==> config.mk <==
export PLATFORM = sky130hd
export DESIGN_NAME = interp_upsampler
export DESIGN_NICKNAME = d
export VERILOG_FILES = /design/src/rtl/interp_pkg.sv /design/src/rtl/interp_upsampler_out_stage.sv /design/src/rtl/interp_upsampler.sv
export SDC_FILE = /design/constraint.sdc
export NUM_CORES = 2
export LEC_CHECK = 0
export ABC_AREA = 1
export CAP_MARGIN = 10
export CORE_ASPECT_RATIO = 1.4
export CORE_UTILIZATION = 31
export CTS_BUF_LIST = sky130_fd_sc_hd__clkbuf_4 sky130_fd_sc_hd__clkbuf_8
export CTS_CLUSTER_SIZE = 20
export DETAILED_ROUTE_END_ITERATION = 10
export PLACE_DENSITY_LB_ADDON = 0.08
export SKIP_LAST_GASP = 1
export SYNTH_ARGS = -nofsm -noshare
export SYNTH_HDL_FRONTEND = slang
export SYNTH_SLANG_ARGS = --single-unit
==> constraint.sdc <==
create_clock -name Fg_clk -period 9.8 [get_ports Fg_clk]
set_clock_uncertainty 0.15 [all_clocks]
set_input_delay 1.96 -clock Fg_clk [delete_from_list [all_inputs] [get_ports Fg_clk]]
set_output_delay 1.96 -clock Fg_clk [all_outputs]
set_load 0.01 [all_outputs]
==> src/rtl/interp_pkg.sv <==
// Shared definitions for the interpolating upsampler.
// Contents:
//   state_t / St*  : controller state encodings (legacy-compatible constants)
//   RECIP_ONE      : 2^16, the reciprocal for Ratio=1 at the default FRAC_W
//   recip_one()    : 2^frac_w for other fractional widths
//   sat_trunc()    : saturate an integer to a signed in_w range, keep the top out_w bits
package interp_pkg;

  typedef logic [2:0] state_t;

  localparam state_t StIdle   = 3'd0;
  localparam state_t StFill0  = 3'd1;
  localparam state_t StFill1  = 3'd2;
  localparam state_t StRun    = 3'd3;
  localparam state_t StStarve = 3'd4;

  localparam int unsigned DefFracW  = 16;
  localparam logic [DefFracW:0] RECIP_ONE = 17'h1_0000;

  function automatic logic [63:0] recip_one(input int unsigned frac_w);
    return 64'd1 << frac_w;
  endfunction

  // v is the sign-extended integer part of the accumulator. The result holds the code in its
  // low out_w bits; higher bits are sign copies and are ignored by the caller.
  function automatic logic [63:0] sat_trunc(input logic signed [63:0] v,
                                            input int unsigned in_w,
                                            input int unsigned out_w);
    logic signed [63:0] hi;
    logic signed [63:0] lo;
    logic signed [63:0] s;
    hi = (64'sd1 <<< (in_w - 1)) - 64'sd1;
    lo = -(64'sd1 <<< (in_w - 1));
    if (v > hi) begin
      s = hi;
    end else if (v < lo) begin
      s = lo;
    end else begin
      s = v;
    end
    return s >>> (in_w - out_w);
  endfunction

endpackage

==> src/rtl/interp_upsampler_out_stage.sv <==
// Output stage: saturates the accumulator integer part, truncates to the DAC code width,
// optionally converts to offset binary and registers the result.
// Ports:
//   clk_i, rst_ni : clock, asynchronous active-low reset
//   emit_i        : capture int_i this cycle; valid_o pulses next cycle
//   int_i         : accumulator integer part (signed, IN_W+2 bits)
//   valid_o       : one-cycle pulse, data_o updated
//   data_o        : output code, held between pulses
module interp_out_stage
  import interp_pkg::*;
#(
  parameter int unsigned IN_W       = 32,
  parameter int unsigned OUT_W      = 12,
  parameter int unsigned OFFSET_BIN = 1
) (
  input  logic             clk_i,
  input  logic             rst_ni,
  input  logic             emit_i,
  input  logic [IN_W+1:0]  int_i,
  output logic             valid_o,
  output logic [OUT_W-1:0] data_o
);

  logic [63:0]      int_ext;
  logic [63:0]      sat;
  logic [OUT_W-1:0] code_d;
  logic [OUT_W-1:0] data_q;
  logic             valid_q;
  logic             unused_sat_hi;

  always_comb begin
    int_ext = {{(64 - IN_W - 2){int_i[IN_W+1]}}, int_i};
    sat     = sat_trunc(int_ext, IN_W, OUT_W);
    code_d  = sat[OUT_W-1:0];
    if (OFFSET_BIN != 0) begin
      code_d[OUT_W-1] = ~code_d[OUT_W-1];
    end
  end

  assign unused_sat_hi = ^sat[63:OUT_W];

  always_ff @(posedge clk_i or negedge rst_ni) begin
    if (!rst_ni) begin
      valid_q <= 1'b0;
      data_q  <= '0;
    end else begin
      valid_q <= emit_i;
      if (emit_i) begin
        data_q <= code_d;
      end
    end
  end

  assign valid_o = valid_q;
  assign data_o  = data_q;

endmodule

==> src/rtl/interp_upsampler.sv <==
// Linear-interpolating upsampler for the DDS output path. Each accepted input sample starts a
// segment of Ratio output points, one per Tick; the accumulator reloads exactly from the sample
// value at every segment boundary so rounding error in Recip never accumulates.
// Ports:
//   Fg_clk, Resetn      : clock, asynchronous active-low reset
//   Enable              : run request (level); dropping it aborts to idle
//   Tick                : output-rate strobe
//   Ratio, Recip        : points per sample and round(2^FRAC_W/Ratio), latched per segment
//   S_valid/S_ready/S_data : signed sample stream
//   Out_valid, InterpOut: output pulse and code
//   Underrun            : sticky, a segment ended without a next sample
module interp_upsampler
  import interp_pkg::*;
#(
  parameter int unsigned IN_W       = 32,
  parameter int unsigned OUT_W      = 12,
  parameter int unsigned FRAC_W     = 16,
  parameter int unsigned RATIO_W    = 16,
  parameter int unsigned OFFSET_BIN = 1
) (
  input  logic               Fg_clk,
  input  logic               Resetn,
  input  logic               Enable,
  input  logic               Tick,
  input  logic [RATIO_W-1:0] Ratio,
  input  logic [FRAC_W:0]    Recip,
  input  logic               S_valid,
  output logic               S_ready,
  input  logic [IN_W-1:0]    S_data,
  output logic               Out_valid,
  output logic [OUT_W-1:0]   InterpOut,
  output logic               Underrun
);

  localparam int unsigned AccW = IN_W + FRAC_W + 2;

  state_t                  state_q, state_d;
  logic [IN_W-1:0]         prev_q, prev_d;
  logic [IN_W-1:0]         cur_q, cur_d;
  logic [IN_W-1:0]         nxt_q, nxt_d;
  logic                    nxt_full_q, nxt_full_d;
  logic signed [AccW-1:0]  acc_q, acc_d;
  logic [RATIO_W-1:0]      cnt_q, cnt_d;
  logic [RATIO_W-1:0]      r_ratio_q, r_ratio_d;
  logic [FRAC_W:0]         r_recip_q, r_recip_d;
  logic                    underrun_q, underrun_d;

  logic                    xfer;
  logic                    emit;
  logic                    seg_end;
  logic [RATIO_W-1:0]      last_cnt;
  logic signed [IN_W:0]    diff;
  logic [AccW-1:0]         diff_ext;
  logic [AccW-1:0]         recip_ext;
  logic [AccW-1:0]         step;

  function automatic logic signed [AccW-1:0] to_acc(input logic [IN_W-1:0] s);
    return {{2{s[IN_W-1]}}, s, {FRAC_W{1'b0}}};
  endfunction

  always_comb begin
    unique case (state_q)
      StFill0, StFill1, StStarve: S_ready = Enable;
      StRun:                      S_ready = Enable & ~nxt_full_q;
      default:                    S_ready = 1'b0;
    endcase
  end

  assign xfer = S_valid & S_ready;

  // Ratio of 0 behaves as 1: every Tick ends a segment.
  assign last_cnt = (r_ratio_q == '0) ? '0 : r_ratio_q - RATIO_W'(1);
  assign seg_end  = (cnt_q == last_cnt);

  // Width-extended operands make the modular product equal the true signed product.
  assign diff      = $signed({cur_q[IN_W-1], cur_q}) - $signed({prev_q[IN_W-1], prev_q});
  assign diff_ext  = {{(AccW - IN_W - 1){diff[IN_W]}}, diff};
  assign recip_ext = {{(AccW - FRAC_W - 1){1'b0}}, r_recip_q};
  assign step      = diff_ext * recip_ext;

  always_comb begin
    state_d    = state_q;
    prev_d     = prev_q;
    cur_d      = cur_q;
    nxt_d      = nxt_q;
    nxt_full_d = nxt_full_q;
    acc_d      = acc_q;
    cnt_d      = cnt_q;
    r_ratio_d  = r_ratio_q;
    r_recip_d  = r_recip_q;
    underrun_d = underrun_q;
    emit       = 1'b0;

    if (state_q != StIdle && !Enable) begin
      state_d    = StIdle;
      nxt_full_d = 1'b0;
    end else begin
      case (state_q)
        StIdle: begin
          if (Enable) begin
            state_d    = StFill0;
            underrun_d = 1'b0;
          end
        end
        StFill0: begin
          if (xfer) begin
            prev_d  = S_data;
            state_d = StFill1;
          end
        end
        StFill1: begin
          if (xfer) begin
            cur_d     = S_data;
            acc_d     = to_acc(prev_q);
            cnt_d     = '0;
            r_ratio_d = Ratio;
            r_recip_d = Recip;
            state_d   = StRun;
          end
        end
        StRun: begin
          if (Tick) begin
            emit = 1'b1;
            if (seg_end) begin
              prev_d = cur_q;
              acc_d  = to_acc(cur_q);
              cnt_d  = '0;
              if (nxt_full_q || xfer) begin
                // A sample arriving on the boundary cycle bypasses nxt straight into cur.
                cur_d      = nxt_full_q ? nxt_q : S_data;
                nxt_full_d = 1'b0;
                r_ratio_d  = Ratio;
                r_recip_d  = Recip;
              end else begin
                underrun_d = 1'b1;
                state_d    = StStarve;
              end
            end else begin
              acc_d = acc_q + step;
              cnt_d = cnt_q + RATIO_W'(1);
            end
          end
          if (xfer && !(Tick && seg_end)) begin
            nxt_d      = S_data;
            nxt_full_d = 1'b1;
          end
        end
        StStarve: begin
          // acc already holds the old cur (now prev), so Ticks repeat it.
          emit = Tick;
          if (xfer) begin
            cur_d     = S_data;
            acc_d     = to_acc(prev_q);
            cnt_d     = '0;
            r_ratio_d = Ratio;
            r_recip_d = Recip;
            state_d   = StRun;
          end
        end
        default: begin
          state_d = StIdle;
        end
      endcase
    end
  end

  always_ff @(posedge Fg_clk or negedge Resetn) begin
    if (!Resetn) begin
      state_q    <= StIdle;
      prev_q     <= '0;
      cur_q      <= '0;
      nxt_q      <= '0;
      nxt_full_q <= 1'b0;
      acc_q      <= '0;
      cnt_q      <= '0;
      r_ratio_q  <= '0;
      r_recip_q  <= '0;
      underrun_q <= 1'b0;
    end else begin
      state_q    <= state_d;
      prev_q     <= prev_d;
      cur_q      <= cur_d;
      nxt_q      <= nxt_d;
      nxt_full_q <= nxt_full_d;
      acc_q      <= acc_d;
      cnt_q      <= cnt_d;
      r_ratio_q  <= r_ratio_d;
      r_recip_q  <= r_recip_d;
      underrun_q <= underrun_d;
    end
  end

  assign Underrun = underrun_q;

  interp_out_stage #(
    .IN_W      (IN_W),
    .OUT_W     (OUT_W),
    .OFFSET_BIN(OFFSET_BIN)
  ) u_out_stage (
    .clk_i  (Fg_clk),
    .rst_ni (Resetn),
    .emit_i (emit),
    .int_i  (acc_q[AccW-1:FRAC_W]),
    .valid_o(Out_valid),
    .data_o (InterpOut)
  );

endmodule

# Word level (Yosys, flattened, before mapping)
# Index checks and enable logic that the tools add are counted.
[totals] register_bits=213 in_bits=70 output_inout_bits=15 wordCells=120
[op_classes] n_addsub=4 n_mul=1 n_lt_le_gt_ge=2 n_eq_ne=18 n_mux=53 bitwise=5 n_reduce_logical=25
[op_table] op="32-bit 2-to-1 mux" count=9
[op_table] op="50-bit 2-to-1 mux" count=3
[op_table] op="16-bit 2-to-1 mux" count=8
[op_table] op="32-bit case mux with 2 select lines" count=2
[op_table] op="50-bit case mux with 2 select lines" count=1
[op_table] op="17-bit 2-to-1 mux" count=4
[op_table] op="16-bit case mux with 2 select lines" count=2
[op_table] op="50-bit adder" count=1
[op_table] op="33-bit by 18-bit multiplier with 50-bit output" count=1
[op_table] op="34-bit by 32-bit > comparator with 1-bit output (second input constant)" count=1
[op_table] op="34-bit by 32-bit < comparator with 1-bit output (second input constant)" count=1
[op_table] op="17-bit case mux with 2 select lines" count=1
[op_table] op="32-bit by 32-bit subtractor with 33-bit output" count=1
[op_table] op="3-bit 2-to-1 mux" count=7
[op_table] op="6-bit AND reduction" count=3
[op_table] op="16-bit by 1-bit adder with 16-bit output (second input constant)" count=1
[op_table] op="16-bit equality test" count=1
[op_table] op="16-bit zero test" count=1
[op_table] op="16-bit by 1-bit subtractor with 16-bit output (second input constant)" count=1
[op_table] op="3-bit != test (second input constant)" count=5
[op_table] op="1-bit 2-to-1 mux" count=12
[op_table] op="2-bit != test (second input constant)" count=6
[op_table] op="3-bit case mux with 4 select lines" count=1
[op_table] op="3-bit nonzero test" count=4
[op_table] op="other kinds (18)" count=31

# Logic depth before layout (Yosys ltp)
[logic_depth] depth_word=11 mapped_depth=43 ltp_nobuf=43

# By module
# From an unflattened synthesis, not the netlist that was laid out.
[hier_totals] hier_cells=4501 area_unflattened_um2=34126.5
[by_module_without_submodules] module="interp_upsampler" n_inst=1 cells_per_inst=4423 area_each_um2=33477.1 seq_area_each_um2=5004.8
[by_module_without_submodules] module="interp_out_stage" n_inst=1 cells_per_inst=78 area_each_um2=649.4 seq_area_each_um2=325.3

# Worst setup path after synthesis
# Ideal clock, no wire load.
[synth_timing] path_type="flip-flop to flip-flop" from="register prev_q[0]" to="register acc_q[49]" setup_ns=0.117 arrival_ns=7.842 t_required_ns=9.533 setup_slack_ns=1.691 stages_incl_launch_ff=36 path_buffers=0 period_less_slack_ns=8.109 path_cell_list="dfrtp_1 -> ha_1 -> fa_1 -> o21a_1 -> o21ai_1 -> nand2_1 -> nand2_1 -> nand2_1 -> nand2_1 -> nand2_1 -> nand2_2 -> clkinv_1 -> nor2_1 -> fa_1 -> ha_1 -> a21oi_1 -> fa_1 -> fa_1 -> inv_1 -> fa_1 -> inv_1 -> fa_1 -> inv_1 -> ha_1 -> nand2_1 -> nand2_1 -> o21bai_1 -> nand4_1 -> nand3_1 -> a21oi_1 -> nand3_1 -> or2_2 -> nand3_1 -> nand2_1 -> nand2_1 -> nand2_1"
[synth_via] elab_chain_len=6
[synth_lines] element="from (decl)" line_no="interp_upsampler.sv:38" text="logic [IN_W-1:0] prev_q, prev_d;"
[synth_lines] element="from (signal assigned)" line_no="interp_upsampler.sv:181" text="prev_q <= prev_d;"
[synth_lines] element="32-bit by 32-bit subtractor with 33-bit output" line_no="interp_upsampler.sv:76" text="assign diff = $signed({cur_q[IN_W-1], cur_q}) - $signed({prev_q[IN_W-1], prev_q});"
[synth_lines] element="33-bit by 18-bit multiplier with 50-bit output" line_no="interp_upsampler.sv:79" text="assign step = diff_ext * recip_ext;"
[synth_lines] element="50-bit adder" line_no="interp_upsampler.sv:139" text="acc_d = acc_q + step;"
[synth_lines] element="50-bit 2-to-1 mux" line_no="interp_upsampler.sv:124" text="if (seg_end) begin"
[synth_lines] element="50-bit 2-to-1 mux" line_no="interp_upsampler.sv:122" text="if (Tick) begin"
[synth_lines] element="50-bit case mux with 2 select lines" line_no="interp_upsampler.sv:98" text="case (state_q)"
[synth_lines] element="to (signal assigned)" line_no="interp_upsampler.sv:174" text="acc_q <= '0;"
[synth_lines] element="to (signal assigned)" line_no="interp_upsampler.sv:185" text="acc_q <= acc_d;"
[synth_lines] element="to (decl)" line_no="interp_upsampler.sv:42" text="logic signed [AccW-1:0] acc_q, acc_d;"
# No other way between the ends. The select of a mux whose other input is x is not followed.
# A chain may end at the register's enable or synchronous reset.

# Worst setup path in the final report
[layout_timing] from="register cur_q[0]" to="register acc_q[39]"
[layout_via] elab_chain_len=6
[layout_lines] element="from (decl)" line_no="interp_upsampler.sv:39" text="logic [IN_W-1:0] cur_q, cur_d;"
[layout_lines] element="from (signal assigned)" line_no="interp_upsampler.sv:182" text="cur_q <= cur_d;"
[layout_lines] element="32-bit by 32-bit subtractor with 33-bit output" line_no="interp_upsampler.sv:76"
[layout_lines] element="33-bit by 18-bit multiplier with 50-bit output" line_no="interp_upsampler.sv:79"
[layout_lines] element="50-bit adder" line_no="interp_upsampler.sv:139"
[layout_lines] element="50-bit 2-to-1 mux" line_no="interp_upsampler.sv:124"
[layout_lines] element="50-bit 2-to-1 mux" line_no="interp_upsampler.sv:122"
[layout_lines] element="50-bit case mux with 2 select lines" line_no="interp_upsampler.sv:98"
# No other way between the ends. The select of a mux whose other input is x is not followed.

==> metrics.txt <==
most used cells in the layout excluding fill and tap cells 1065 x sky130_fd_sc_hd__inv_1, 873 x sky130_fd_sc_hd__nand2_1, 597 x sky130_fd_sc_hd__nor2_1, 566 x sky130_fd_sc_hd__fa_1, 227 x sky130_fd_sc_hd__nand3_1; critical setup path kind flop to flop; post-detailed-route DRC marker count 0; Synth warnings 0; slowest library cell on the worst path sky130_fd_sc_hd__fa_1; Max-Slew Margin vs Limit 33.8%; number of clock sinks seen by CTS 213; share of synthesized cell area in full adder, half adder and majority cells 39.2%; path category of the worst min-delay check flop to flop; register bit total from synthesis 213; maximum count of clock buffers along a single path 3; biggest cell delay along the critical path 0.54 ns; placeable core region 110000 sq um; startpoint class of the critical path flop; achievable frequency 109 MHz; transition time at the pin with the least slew margin 0.993 ns; Post-DRT Antenna Nets 0; area of the die 112000 sq um; most common library cell in the layout ignoring fill and taps sky130_fd_sc_hd__inv_1; wire length per cell after detailed routing 20.1 um; share of async-settable or async-resettable flops after synthesis 100%; largest fanout on the critical path 10; biggest area contributors in the synthesized netlist sky130_fd_sc_hd__fa_1 33%, sky130_fd_sc_hd__dfrtp_1 16%, sky130_fd_sc_hd__inv_1 12%; source of the critical timing path cur_q[0]; number of cells produced by synthesis 4562; worst min-delay path startpoint nxt_q[15]; detailed placer's ending HPWL 103000 um; placer congestion estimate 0.899; Pre-Repair DR Iteration Count 5; total number of vias 28.8k; critical path required time 10.27 ns; synthesized-area fraction occupied by xor and xnor cells 1.96%; largest family of logic cells by synthesized area adder cells; Setup crit end kind flop; reg2reg start cur_q[0]; Die H 396 um; Hold Violations, Final 0; Cells on Worst Hold Path 2; number of synthesized flops with an enable pin 0; most used cell along the critical path sky130_fd_sc_hd__nand2_1; chip width 283 um; status complete, no violations; number of CTS-inserted buffers 45; H-tree depth 2; largest net degree at the start of global routing 126; first-pass GRT wire length 194000 um; wire length after detailed routing 124000 um; NumNets Final 5453; number of inserted filler cells in the final layout 12.2k; starting density of the core 31.2%; Period minus WS final 9.22 ns; RSZ-0062 raised after global routing false; number of global-route vias before repair 31.4k; number of distinct standard cells referenced by the synthesized netlist 45; area of the mapped netlist 34300 sq um; arrival time worst endpoint 9.68 ns; Synth-to-Final Area Change 11.1%; antenna violations before repair 1; count of buffers inserted at the top-level ports 84; ratio of cells with drive above 1 in the final layout 5.73%; GR Overflow Total 0; Reg clk slew, reported paths 0.06 ns; post-synthesis simple-gate area fraction 21.4%; insertion delay to the later sink of the worst-skew pair 0.69 ns; Tcrit/Tclk final 94.0%; Setup Total Neg Slack 0 ns; routed via count divided by cell count 4.69; biggest area consumer among synthesized cells sky130_fd_sc_hd__fa_1; total nets after synthesis 5369; worst r2r path cells 39; violation count after the first detailed-route iteration 1516; mux contribution to synthesized area 0.492%; # rows 144; hold buffer count at CTS 0; Tot GR Track Use 22.7%; Post-Synthesis Mean Instance Area 7.52 sq um; proportion of netlist area held by the largest area contributor 33.0%; most frequently used flop master after synthesis sky130_fd_sc_hd__dfrtp_1; Setup-failing EPs final 0; total of max-cap violations 0; sequential fraction of the synthesis area 15.5%; max-slew violation total from the final report 0; area fraction in compound gates after synthesis 7.46%; TritonCTS clock tree done; clock root cell sky130_fd_sc_hd__clkbuf_8; Ports 85
## final cells by class
cell class | instances | area, sq um | share of cell area, %
clock inverter | 9 | 97.6 | 0.256
tap | 1460 | 1830 | 4.79
sequential | 213 | 5330 | 14.0
antenna | 1 | 2.50 | 0.00656
inverter | 1081 | 4070 | 10.7
multi-input combinational | 3113 | 24200 | 63.6
clock buffer | 71 | 871 | 2.28
timing repair buffer | 192 | 1690 | 4.44
## repair_timing
action / CTS / global route
setup buffers: 0 / 6
setup endpoints to repair: 0 / 18
resized for setup: 0 / 5
## final timing paths
path	to	slack, ns
max in group asynchronous	u_out_stage.valid_o	6.95
max	acc_q[39]	0.58
min	nxt_q[15]	0.32
max reg2reg	acc_q[39]	0.58
min reg2reg	nxt_q[15]	0.32
min in group asynchronous	r_ratio_q[7]	1.19
## kinds of logic after synthesis
kind of cell | count (synthesis)
DFF | 213
adders and majority gates | 737
AOI/OAI and AO/OA | 478
buffers and inverters | 1236
muxes | 15
xor gates and xnor gates | 77
and+or+nand+nor | 1806
## flip-flops by register name, indices dropped and copies added, names as in the netlist
signal / flops
acc_q: 50
cur_q: 32
nxt_q: 32
prev_q: 32
r_recip_q: 17
cnt_q: 16
r_ratio_q: 16
u_out_stage.data_o: 12
state_q: 3
Underrun: 1
nxt_full_q: 1
u_out_stage.valid_o: 1
## synth_stat cells (13+ instances only)
master and number:
sky130_fd_sc_hd__mux2_2 15, sky130_fd_sc_hd__dfrtp_1 213, sky130_fd_sc_hd__nand3_1 228, sky130_fd_sc_hd__o21ai_0 198
sky130_fd_sc_hd__buf_2 20, sky130_fd_sc_hd__clkbuf_1 109, sky130_fd_sc_hd__o21bai_1 21, sky130_fd_sc_hd__xnor2_1 31
sky130_fd_sc_hd__inv_1 1066, sky130_fd_sc_hd__a21o_1 14, sky130_fd_sc_hd__fa_1 566, sky130_fd_sc_hd__nor2_1 598
sky130_fd_sc_hd__a21oi_1 166, sky130_fd_sc_hd__o21ai_1 51, sky130_fd_sc_hd__ha_1 171, sky130_fd_sc_hd__or2_2 35
sky130_fd_sc_hd__xor2_1 46, sky130_fd_sc_hd__nand2_1 876, sky130_fd_sc_hd__nand4_1 33, sky130_fd_sc_hd__nor3_1 13
## stage by stage
stage | cell area (sq um) | util [%] | hold WS, ns | cells | worst slack, ns
after global placement | 37100 | 33.7 | 0.300 | 6053 | 0.0537
after floorplan | 34300 | - | 0.286 | 4562 | 1.69
after global routing | 38100 | 34.7 | 0.330 | 6140 | 0.0656
after CTS | 38100 | 34.6 | 0.319 | 6133 | 0.0257
final | 38100 | 34.7 | 0.318 | 6140 | 0.584
after detailed placement | 37100 | 33.7 | 0.303 | 6053 | 0.0217
## layer usage
metal  part of all wire [%]  track usage (%)  up-vias
met1                     44             29.4    14400
met3                    2.8             1.85      143
met4                    2.6             5.97        0
met2                     51             40.6      503
li1                       -                -    13700
met5                      0                0        -
## critical path, delay by kind of cell (launching register included)
kind | cells | cell delay [ns]
AO/OA/AOI/OAI | 3 | 0.66
adder cells (fa/ha/maj) | 9 | 3.98
flip-flops | 1 | 0.37
buffers and inverters | 8 | 0.93
XOR/XNOR | 1 | 0.37
AND/OR/NAND/NOR | 18 | 2.68
Power is left out: the tool's default activity adds up to more than one toggle a clock period on the data nets, which glitch-free logic cannot reach.
